### src/rtl/simon_encrypt_ctrl.sv
// Iterative Simon block cipher core: one encryption round per clock, with the key
// schedule expanded on the fly alongside the data path.
module simon_encrypt_ctrl #(
  parameter int unsigned N = 16,
  parameter int unsigned M = 4,
  parameter int unsigned T = 32,
  parameter logic [61:0] Z = 62'b11111010001001010110000111001101111101000100101011000011100110
) (
  input  logic           clk,
  input  logic           rst_n,
  input  logic           in_valid,
  output logic           in_ready,
  input  logic [2*N-1:0] in_block,
  input  logic [M*N-1:0] in_key,
  output logic           out_valid,
  input  logic           out_ready,
  output logic [2*N-1:0] out_block,
  output logic           busy,
  output logic [4:0]     round_idx
);

  typedef enum logic [1:0] {StIdle, StRun, StDone} state_e;

  state_e         state_q, state_d;
  logic [N-1:0]   x_q, x_d, y_q, y_d;
  logic [N-1:0]   k_q [M];
  logic [N-1:0]   k_d [M];
  logic [4:0]     round_q, round_d;

  function automatic logic [N-1:0] rol(input logic [N-1:0] v, input int unsigned s);
    return (v << s) | (v >> (N - s));
  endfunction

  function automatic logic [N-1:0] ror(input logic [N-1:0] v, input int unsigned s);
    return (v >> s) | (v << (N - s));
  endfunction

  logic [N-1:0] ks_tmp;
  logic [N-1:0] ks_new;
  logic         z_bit;

  // Z is written with symbol 0 on the left, i.e. in the MSB of the literal.
  always_comb begin
    z_bit  = Z[6'(61 - (int'(round_q) % 62))];
    ks_tmp = ror(k_q[M-1], 3) ^ k_q[1];
    ks_tmp = ks_tmp ^ ror(ks_tmp, 1);
    ks_new = ~k_q[0] ^ ks_tmp ^ {{(N-1){1'b0}}, z_bit} ^ {{(N-2){1'b0}}, 2'b11};
  end

  always_comb begin
    state_d = state_q;
    x_d     = x_q;
    y_d     = y_q;
    round_d = round_q;
    for (int i = 0; i < M; i++) k_d[i] = k_q[i];

    unique case (state_q)
      StIdle: begin
        if (in_valid) begin
          x_d     = in_block[2*N-1:N];
          y_d     = in_block[N-1:0];
          for (int i = 0; i < M; i++) k_d[i] = in_key[i*N +: N];
          round_d = '0;
          state_d = StRun;
        end
      end
      StRun: begin
        x_d = y_q ^ (rol(x_q, 1) & rol(x_q, 8)) ^ rol(x_q, 2) ^ k_q[0];
        y_d = x_q;
        for (int i = 0; i < M - 1; i++) k_d[i] = k_q[i+1];
        k_d[M-1] = ks_new;
        if (round_q == 5'(T - 1)) begin
          round_d = '0;
          state_d = StDone;
        end else begin
          round_d = round_q + 5'd1;
        end
      end
      StDone: begin
        if (out_ready) state_d = StIdle;
      end
      default: state_d = StIdle;
    endcase
  end

  always_ff @(posedge clk or negedge rst_n) begin
    if (!rst_n) begin
      state_q <= StIdle;
      x_q     <= '0;
      y_q     <= '0;
      round_q <= '0;
      for (int i = 0; i < M; i++) k_q[i] <= '0;
    end else begin
      state_q <= state_d;
      x_q     <= x_d;
      y_q     <= y_d;
      round_q <= round_d;
      for (int i = 0; i < M; i++) k_q[i] <= k_d[i];
    end
  end

  assign in_ready  = (state_q == StIdle);
  assign out_valid = (state_q == StDone);
  assign busy      = (state_q == StRun);
  assign round_idx = round_q;
  assign out_block = {x_q, y_q};

endmodule

### config.mk
export PLATFORM = sky130hd
export DESIGN_NAME = simon_encrypt_ctrl
export DESIGN_NICKNAME = d
export VERILOG_FILES = /design/src/rtl/simon_encrypt_ctrl.sv
export SDC_FILE = /design/constraint.sdc
export NUM_CORES = 1
export LEC_CHECK = 0
export CAP_MARGIN = 10
export CORE_MARGIN = 2
export CORE_UTILIZATION = 61
export DETAILED_ROUTE_END_ITERATION = 8
export DONT_BUFFER_PORTS = 1
export PLACE_DENSITY = 0.78
export SYNTH_ARGS = -nofsm -noshare
export SYNTH_HDL_FRONTEND = slang
export SYNTH_SLANG_ARGS = --single-unit
### constraint.sdc
create_clock -name clk -period 4.96 [get_ports clk]
set_input_delay 0.744 -clock clk [delete_from_list [all_inputs] [get_ports clk]]
set_output_delay 0.744 -clock clk [all_outputs]
set_load 0.05 [all_outputs]
Word-level counts from Yosys, hierarchy flattened

Memory sizes are Yosys's and may differ from the RTL's.
Index checks and enable logic that the tools add are counted.

$add $sub $neg: 2
Div/mod/pow operators: 1
Magnitude comparators: 1
Equality and inequality tests: 6
Muxes and demuxes: 15
Bitwise gates (word level): 15
Reductions and logical operators: 4

Operator list:

| kind                   | count |
|---|---|
| $pmux W64 S2           | 1 |
| $xor A16 B16 Y16       | 6 |
| $mux W64               | 1 |
| $pmux W16 S2           | 2 |
| $mod A6 B7 Y32 const B | 1 |
| $mux W16               | 2 |
| $and A16 B16 Y16       | 1 |
| $not A16 Y16           | 1 |
| $or A13 B16 Y16        | 1 |
| $or A15 B16 Y16        | 1 |
| $or A16 B1 Y16         | 1 |
| $or A16 B2 Y16         | 1 |
| $or A16 B8 Y16         | 1 |
| $xor A16 B1 Y16        | 1 |
| $mux W5                | 2 |
| $pmux W5 S2            | 1 |
| $lt A6 B8 Y1 const B   | 1 |
| $mux W2                | 3 |
| $pmux W2 S3            | 1 |
| $sub A3 B6 Y6 const A  | 1 |
| $add A5 B1 Y5 const B  | 1 |
| $eq A5 B5 Y1 const B   | 1 |
| $ne A2 B1 Y1 const B   | 2 |
| $reduce_and A3 Y1      | 1 |
| other kinds (8)        | 9 |

Flip-flop bits (word level): 103
Bits in read-only memories: 64
Input bits: 100
Output and inout port bits: 40
Word-level logic and storage cells: 53
Memories kept: 1

Memories:

| name             | words | width | rd ports | clocked after memory_dff | write ports | RTL line | source |
|---|---|---|---|---|---|---|---|
| (name not given) | 64    | 1     | 1        | 0                        | 0           | 44       | `z_bit = Z[6'(61 - (int'(round_q) % 62))];` |

Logic depth before layout (Yosys ltp)

Gate-level depths: netlist (run 1).

Depth after elaboration: 8
Depth in mapped cells: 8
Gate-level depth less buffers: 8

Worst setup path after synthesis (run 1)

No wires, ideal clock.

Path kind: reg2out
Start: register state_q[1]
End: output port busy
Data arrival time: 1.668 ns
Data required time: 4.216 ns
Path slack: 2.548 ns
Cell stages (with the launch flop): 5
Buffers on the path: 3
Cell sequence: dfrtp_1 nor2b_1 clkbuf_1 clkbuf_1 clkbuf_1

Word-level cells in the longest chain between the ends: 1

Ends and longest elaborated chain:

| element                | RTL line | source |
|---|---|---|
| from (decl)            | 24       | `state_e state_q, state_d;` |
| from (signal assigned) | 88       | `state_q <= StIdle;` |
| from (signal assigned) | 94       | `state_q <= state_d;` |
| $eq A2 B1 Y1           | 104      | `assign busy = (state_q == StRun);` |
| to (decl)              | 18       | `output logic busy,` |

No other way between the ends.

Worst setup path after layout (run 1)

Start: register state_q[1]
End: output port out_valid

Word-level cells in the longest chain between the ends: 1

Ends and longest elaborated chain:

| element      | RTL line | source |
|---|---|---|
| $eq A2 B2 Y1 | 103      | `assign out_valid = (state_q == StDone);` |
| to (decl)    | 15       | `output logic out_valid,` |

No other way between the ends.

==> metrics.txt, run 1 <==
Final setup violation count 0; clk_lat worst skew 0.38 ns; Post-Route WL 14.9 mm; cts bufs inserted 9; CP Capture Type primary output; Detailed Routing Iterations Pass 1 5; port bufs 0; setup TNS 0 ns; Clock Path Buffers 2; RSZ-0062 raised after global routing false; # IOs 140; synth cell count leaders nand2_1, dfrtp_1, xnor2_1, o21ai_1, a22oi_1; Final HPWL DP slightly above 10 mm; Clock Sinks approximately 100; crit path time final just over 3 ns; vias in the first global route 4469; Slew HR 0.263; delay-heaviest family, CP flip-flops; CTS H-tree lvls 3; die width 101 um; post-CTS setup buffer count 0; routed len/inst ~21 um; CTS Hold Bufs 0; initial core utilization 0.626; Main synth FF type dfrtp_1; synth top area cells dfrtp_1, xnor2_1, o21ai_1; post-layout util 0.656; FP Rows 35; critical path cell sequence nor2b_1; number of fill cells in the layout 735; global-route wire length before repair 23.2 mm; Min Hold Slack 0.0439 ns; CP Data Required Time 4.22 ns; CP Launch Type flop; endpoints failing hold 0; Max Freq 323 MHz; synth warn 0; remaining antenna violation count 0; diode count 0; Core Region 9240 um2; gpl congestion 0.960; Register Area 2580 um2; CTS tree built; largest net degree at the start of global routing 104; reg2reg setup slack 2.05 ns; Hold Path Class input port to asynchronous set/reset pin; R2R cell count 6; net count of the finished layout 695; die area between 10000 and 15000 um2; CP max stage cell dfrtp_2; CTS clk-pin slew, worst paths ~0.11 ns; GRT Total Usage 0.296; post-cts resize count 0; CP endpoint out_valid; critical path class flop to primary output; Crit path largest cell delay 1.10 ns; post-DR vias/cell ~6.3; DR iter-0 viols 346; count leader, synth nand2_1; Max FO, Critical Path 54; Die H 101 um; Crit path depth 1; initial antenna violation count 0; crit path DAT 2.35 ns; area of the multi-input gates between 3000 and 4000 um2; RR Startpoint state_q[1]; Worst Clk Skew 0.0131 ns; FFs w/ async S/R, synth 1.00; ratio of cells with drive above 1 in the final layout 0.0541; Synth top area share 0.445; Syn Nets 721; Worst Setup SP state_q[1]; #FFs+latches synth slightly above 100; Final Cycle Share 0.625; Vias 4533; Post-synth EDFFs 0; Yosys top cell by area dfrtp_1; WP buf/inv 0; status complete, no violations; # Max-Cap Violations 0; mapped cell area 5790 um2; register area share after synthesis 0.445; synthesis-to-layout area growth 4.80%; Yosys cell types 29; reg-to-reg critical path endpoint k_q[55]; detailed-route DRC error count 0; Mapped Cells 613; worst slew pin tran 1.10 ns; gr ovfl total 0; max-slew violations 0; syn_area_per_cell 9.44 um2; Root Buffer clkbuf_8
==> cell usage in the layout (no fill, tap or decap), drive strengths merged <==
cell      synthesis  final
and3              1      1
mux4              1      1
a21oi            31     31
bufinv            0      1
and3b            15     15
buf              10      6
dfrtp           103    103
clkbuf           33     10
a22oi            49     49
inv               6      9
ha                8      8
clkinvlp          0      2
o21ai            87     87
nor2              4      4
nor3              2      2
mux2i            22     22
mux2              2      2
a32o              1      1
nand3             2      2
a22o              3      3
nor2b            17     17
a211oi           13     13
nand2           104    104
xor2              3      3
xnor2            96     96
==> stage by stage <==
step / area [um2] / instances / setup slack, ns
2_1_floorplan: 5790 / 613 / 2.55
3_3_place_gp: 5850 / 705 / 2.24
3_5_place_dp: 5850 / 705 / 2.16
4_1_cts: 6060 / 721 / 1.87
5_1_grt: 6060 / 721 / 1.77
6_report: 6060 / 721 / 1.86
==> cells by family (layout without fill, tap and decap cells) <==
group	count (synthesis)	in the layout	synth area share
adder cells (fa/ha/maj)	8	8	0.0173
buffers and inverters	49	28	0.0337
XOR/XNOR	99	99	0.152
AO/OA/AOI/OAI	184	184	0.189
multiplexers	25	25	0.0465
AND/OR/NAND/NOR	145	145	0.116
flip-flops	103	103	0.445
==> flip-flops by register name, summed over array words and instances (netlist names) <==
name	flops
k_q	64
y_q	16
x_q	16
round_idx	5
state_q	2
==> cell type report <==
class                   instances  share of cell area
clock inverters                 6              0.0122
multi-input cells             461               0.502
inverters                       6             0.00371
well taps                     129              0.0266
clock buffers                  10              0.0227
repair buffers                  6             0.00743
flip-flops and latches        103               0.425
==> layer usage <==
metal | vias to the layer above | track usage | part of all wire
met5 | - | 0 | 0
met4 | 0 | 0.117 | 0.028
met3 | 32 | 0.0759 | 0.085
met2 | 203 | 0.471 | 0.47
met1 | 2237 | 0.391 | 0.41
li1 | 2061 | - | -
==> worst min-delay path by stage <==
stage / from / end / slack [ns] / depth (start not counted)
2_1_floorplan: rst_n / k_q[0] / 0.45 / 0
3_3_place_gp: rst_n / y_q[11] / 0.45 / 0
3_5_place_dp: rst_n / y_q[11] / 0.45 / 0
4_1_cts: rst_n / y_q[11] / 0.04 / 0
5_1_grt: rst_n / y_q[11] / 0.02 / 0
6_report: rst_n / y_q[10] / 0.04 / 0
Power of run 1 is left out: the tool's default activity adds up to more than one toggle a clock period on the data nets, which glitch-free logic cannot reach.
==> inputs of run 2 (changes only) <==
Clock period 4.96 ns to 3.1 ns, I/O delays scaled along.
==> run 2 against run 1 <==
Compared with the run above:
- first-iteration DRC count up 7.2%
- die area stayed put
- largest cell class unchanged
- clock skew grew 0.0039 ns
- hold slack lost 0.041 ns
==> metrics.txt, run 2 (synthesis gave the netlist of run 1 again) <==
# Max-Cap Violations 0; Post-Route WL 14.9 mm; Leakage approximately 0.0025 uW; synthesis-to-layout area growth 5.95%; Crit path depth 2; initial antenna violation count 0; post-layout util 0.664; Max FO, Critical Path 69; Most flops, register k_q; CP Capture Type primary output; Worst Clk Skew around 0.017 ns; FP Rows 35; detailed-route DRC error count 0; CP endpoint busy; R2R cell count 9; max-slew violations 0; Max Freq roughly 410 MHz; gr ovfl total 0; Core Region a little over 9000 um2; most common cell after layout, fill and taps aside nand2_1; DR iter-0 viols 371; Root Buffer clkbuf_8; worst slew pin tran 0.820 ns; number of flip-flops in the largest register 64; RSZ-0062 raised after global routing false; Worst Setup SP state_q[0]; Clock Path Buffers 2; routed len/inst 20.3 um; largest net degree at the start of global routing 104; delay-heaviest family, CP flip-flops; reg2reg setup slack 0.81 ns; CP max stage cell dfrtp_2; Crit path largest cell delay 0.67 ns; RR Startpoint round_idx[1]; ratio of cells with drive above 1 in the final layout 0.0682; net count of the finished layout about 700; Slew HR 0.453; Final HPWL DP 10.3 mm; Detailed Routing Iterations Pass 1 5; gpl congestion about 1; Final setup violation count 0; setup TNS 0 ns; CTS clk-pin slew, worst paths 0.11 ns; crit path DAT 2.00 ns; VDD IR max 0.638 mV; WP buf/inv 1; post-DR vias/cell 6.15; post-CTS setup buffer count 0; initial core utilization 0.626; CP Data Required Time 2.63 ns; vias in the first global route 4299; die area 10300 um2; diode count 0; critical path cell sequence nor2b_4, buf_4; Pwr per Cell Area 1540 nW/um2; CP Launch Type flop; Final Cycle Share 0.795; reg-to-reg critical path endpoint k_q[0]; commonest non-fill, non-tap cells in the layout nand2_1, dfrtp_1, xnor2_1; endpoints failing hold 0; # IOs 140; die width slightly above 100 um; CTS tree built; clk_lat worst skew 0.37 ns; critical path class flop to primary output; global-route wire length before repair between 20 and 25 mm; cts bufs inserted 9; remaining antenna violation count 0; crit path time final 2.46 ns; Hold Path Class input port to asynchronous set/reset pin; Clock Sinks between 100 and 150; GRT Total Usage 0.293; CTS H-tree lvls 3; status complete, no violations; largest registers k_q x64, x_q x16, y_q x16; Vias approximately 4500; Die H 101 um; port bufs 0
run 2: layout make-up:
| cell class | instances | area (um2) |
|---|---|---|
| clock buffers | 9 | 124 |
| clock inverters | 7 | 53.8 |
| inverters | 6 | 22.5 |
| flip-flops and latches | 103 | 2580 |
| fillers | 781 | 3110 |
| multi-input cells | 461 | 3040 |
| well taps | 129 | 161 |
| repair buffers | 15 | 145 |
run 2: stage by stage:
| stage | std cells | area (um2) | setup WS, ns | total power (uW) | hold WS (ns) |
|---|---|---|---|---|---|
| detailed placement | 713 | 5930 | 0.839 | 8640 | 0.171 |
| global route | 730 | 6130 | 0.521 | 10200 | 0.0327 |
| floorplan | 613 | 5790 | 0.802 | 7580 | 0.169 |
| finish | 730 | 6130 | 0.637 | 9460 | 0.00280 |
| CTS | 730 | 6130 | 0.642 | 9480 | 0.0274 |
| global placement | 713 | 5930 | 0.943 | 8410 | 0.172 |
run 2: report_power, final:
part	switching [uW]	internal (uW)	leakage [uW]	total [uW]
logic	2370	2480	0.00121	4850
clock network	497	300	0.0000827	797
registers	1720	2100	0.00122	3810
total	4590	4870	0.00251	9460
run 2: worst min path at each step:
stage	start	endpoint	slack, ns
after floorplan	rst_n	k_q[0]	0.17
after global routing	rst_n	y_q[10]	0.03
after global placement	rst_n	x_q[11]	0.17
after CTS	rst_n	y_q[10]	0.03
final	rst_n	y_q[10]	0.003
after detailed placement	rst_n	y_q[10]	0.17
run 2: routing by layer:
layer	GRT usage	vias to the layer above	wire, um
met5	0	-	0
met4	0.0821	0	251
met3	0.0704	19	1310
met2	0.464	180	7050
met1	0.407	2212	6250
li1	-	2081	-
run 2: repair_timing:
item / CTS / global route
hold buffers: 1 / 0
gates resized for setup: 0 / 0
endpoints found under the hold margin: 103 / 0
run 2: worst register-to-register path, stage by stage, from the launching register on:
cell	delay, ns
dfrtp_1	0.38
buf_4	0.24
inv_1	0.12
ha_1	0.32
mux2_1	0.31
mux2_2	0.28
mux2i_1	0.16
mux2i_1	0.11
xnor2_1	0.14
a21oi_1	0.08
No activity file was read; power rests on OpenSTA's default activity.
==> inputs of run 3 (changes only) <==
Clock period 3.1 ns to 2.5 ns, I/O delays scaled along.
==> run 3 against run 2 <==
Compared with the run above:
- the flow now finishes with violations (negative hold slack)
- worst setup slack worse by 0.40 ns
- critical path type unchanged
- sequential share of layout area down 0.46 points
- critical endpoint unchanged
- combinational power up 35%
- die area unchanged
- wire length about the same
- non-clock buffer count up 10
==> metrics.txt, run 3 (synthesis gave the netlist of run 1 again) <==
cts bufs inserted 9; initial antenna violation count 0; Clock Sinks 103; # IOs 140; Final Cycle Share 0.905; diode count 0; crit path time final roughly 2.3 ns; WP buf/inv 1; Seq pwr share 0.358; Psw 5690 uW; critical path cell sequence nor2b_4, buf_4; largest registers k_q x64, x_q x16, y_q x16; ratio of cells with drive above 1 in the final layout 0.0835; CTS tree built; Core Region 9240 um2; CP Capture Type primary output; critical path class flop to primary output; failing checks negative hold slack; Root Buffer clkbuf_8; vias in the first global route 4323; # Max-Cap Violations 0; Pwr per Cell Area 1930 nW/um2; Max Freq 442 MHz; CP max stage cell buf_4; detailed-route DRC error count 0; VDD IR max 0.961 mV; Worst Clk Skew 0.0137 ns; clock network power share 0.092; CP Launch Type flop; die width 101 um; net count of the finished layout 714; gpl congestion about 0.92; sw frac 0.477; GRT Total Usage 0.301; Int Pwr 6250 uW; Die H 101 um; port bufs 0; reg2reg setup slack between 0.2 and 0.3 ns; RR Startpoint round_idx[1]; RSZ-0062 raised after global routing false; clk_lat worst skew 0.38 ns; commonest non-fill, non-tap cells in the layout nand2_1, dfrtp_1, xnor2_1; Overall Power approximately 12000 uW; post-CTS setup buffer count 0; Slew HR 0.441; Detailed Routing Iterations Pass 1 5; setup TNS 0 ns; CTS H-tree lvls 3; status finished, violations left; DR iter-0 viols 244; logic gate share of total power 0.549; global-route wire length before repair 23.6 mm; delay-heaviest family, CP buffers and inverters; synthesis-to-layout area growth 7.11%; die area 10300 um2; CP Data Required Time 2.12 ns; Hold Path Class input port to asynchronous set/reset pin; post-cts resize count 0; max-slew violations 0; Most flops, register k_q; remaining antenna violation count 0; Post-Route WL 14.9 mm; Final setup violation count 0; initial core utilization 0.626; FP Rows 35; number of flip-flops in the largest register 64; post-DR vias/cell 6.08; reg-to-reg critical path endpoint k_q[0]; worst slew pin tran 0.839 ns; most common cell after layout, fill and taps aside nand2_1; routed len/inst 20.1 um; endpoints failing hold 103; Leakage between 0.002 and 0.003 uW; R2R cell count 9; Final HPWL DP 10.4 mm; crit path DAT between 1.5 and 2 ns; Crit path largest cell delay between 0.6 and 0.7 ns; Vias between 4000 and 5000; Max FO, Critical Path 69; gr ovfl total 0; Worst Setup SP state_q[0]; largest net degree at the start of global routing 104; CTS clk-pin slew, worst paths between 0.1 and 0.15 ns; Min Hold Slack -0.329 ns; Clock Path Buffers 2
-- run 3: cell count changes in the layout (fill, tap and decap cells not counted), sizes merged --
| cell | previous run | this run |
|---|---|---|
| bufinv | 0 | 1 |
| clkinvlp | 3 | 2 |
| buf | 15 | 25 |
-- run 3: power groups by stage --
stage / Sequential [uW] / Clock (uW) / Combinational (uW)
2_1_floorplan: 4450 / 0 / 4950
3_3_place_gp: 4250 / 0 / 6340
3_5_place_dp: 4300 / 0 / 6550
4_1_cts: 4260 / 1120 / 6590
5_1_grt: 4400 / 1180 / 7260
6_report: 4280 / 1100 / 6560
-- run 3: final cells by class --
| cell class | count | area, um2 |
|---|---|---|
| Clock inverter | 7 | 78.8 |
| Clock buffer | 9 | 124 |
| Timing Repair Buffer | 25 | 188 |
| Inverter | 6 | 22.5 |
| Tap cell | 129 | 161 |
| Multi-Input combinational cell | 461 | 3040 |
| Sequential cell | 103 | 2580 |
| Fill cell | 737 | 3040 |
-- run 3: how the worst max path moves through the flow --
stage                     depth (start not counted)      to  slack (ns)
after floorplan                                   7  k_q[0]        0.20
after global placement                            9  k_q[0]        0.37
after detailed placement                          9  k_q[0]        0.31
after CTS                                         2    busy        0.24
after global routing                              9  k_q[0]        0.11
final                                             2    busy        0.24
-- run 3: worst register-to-register path, delay by kind of cell, from the launching register on --
family	cells	cell delay, ns
flip-flops	1	0.38
buffers and inverters	2	0.37
adder cells (fa/ha/maj)	1	0.32
XOR/XNOR	1	0.14
AO/OA/AOI/OAI	1	0.08
multiplexers	4	0.80
-- run 3: routing by layer --
metal | global-route usage | part of all wire | vias to the layer above
li1 | - | - | 2104
met1 | 0.406 | 0.42 | 2187
met2 | 0.473 | 0.47 | 182
met3 | 0.0821 | 0.086 | 23
met4 | 0.106 | 0.023 | 0
met5 | 0 | 0 | -
-- run 3: metrics by stage --
step	utilization	area [um2]	hold slack, ns	std cells	setup slack [ns]
2_1_floorplan	-	5790	0.0794	613	0.202
6_report	0.671	6200	-0.329	740	0.237
5_1_grt	0.671	6200	-0.354	740	0.115
4_1_cts	0.671	6200	-0.336	740	0.243
3_3_place_gp	0.649	6000	0.0820	724	0.370
3_5_place_dp	0.649	6000	0.0820	724	0.312
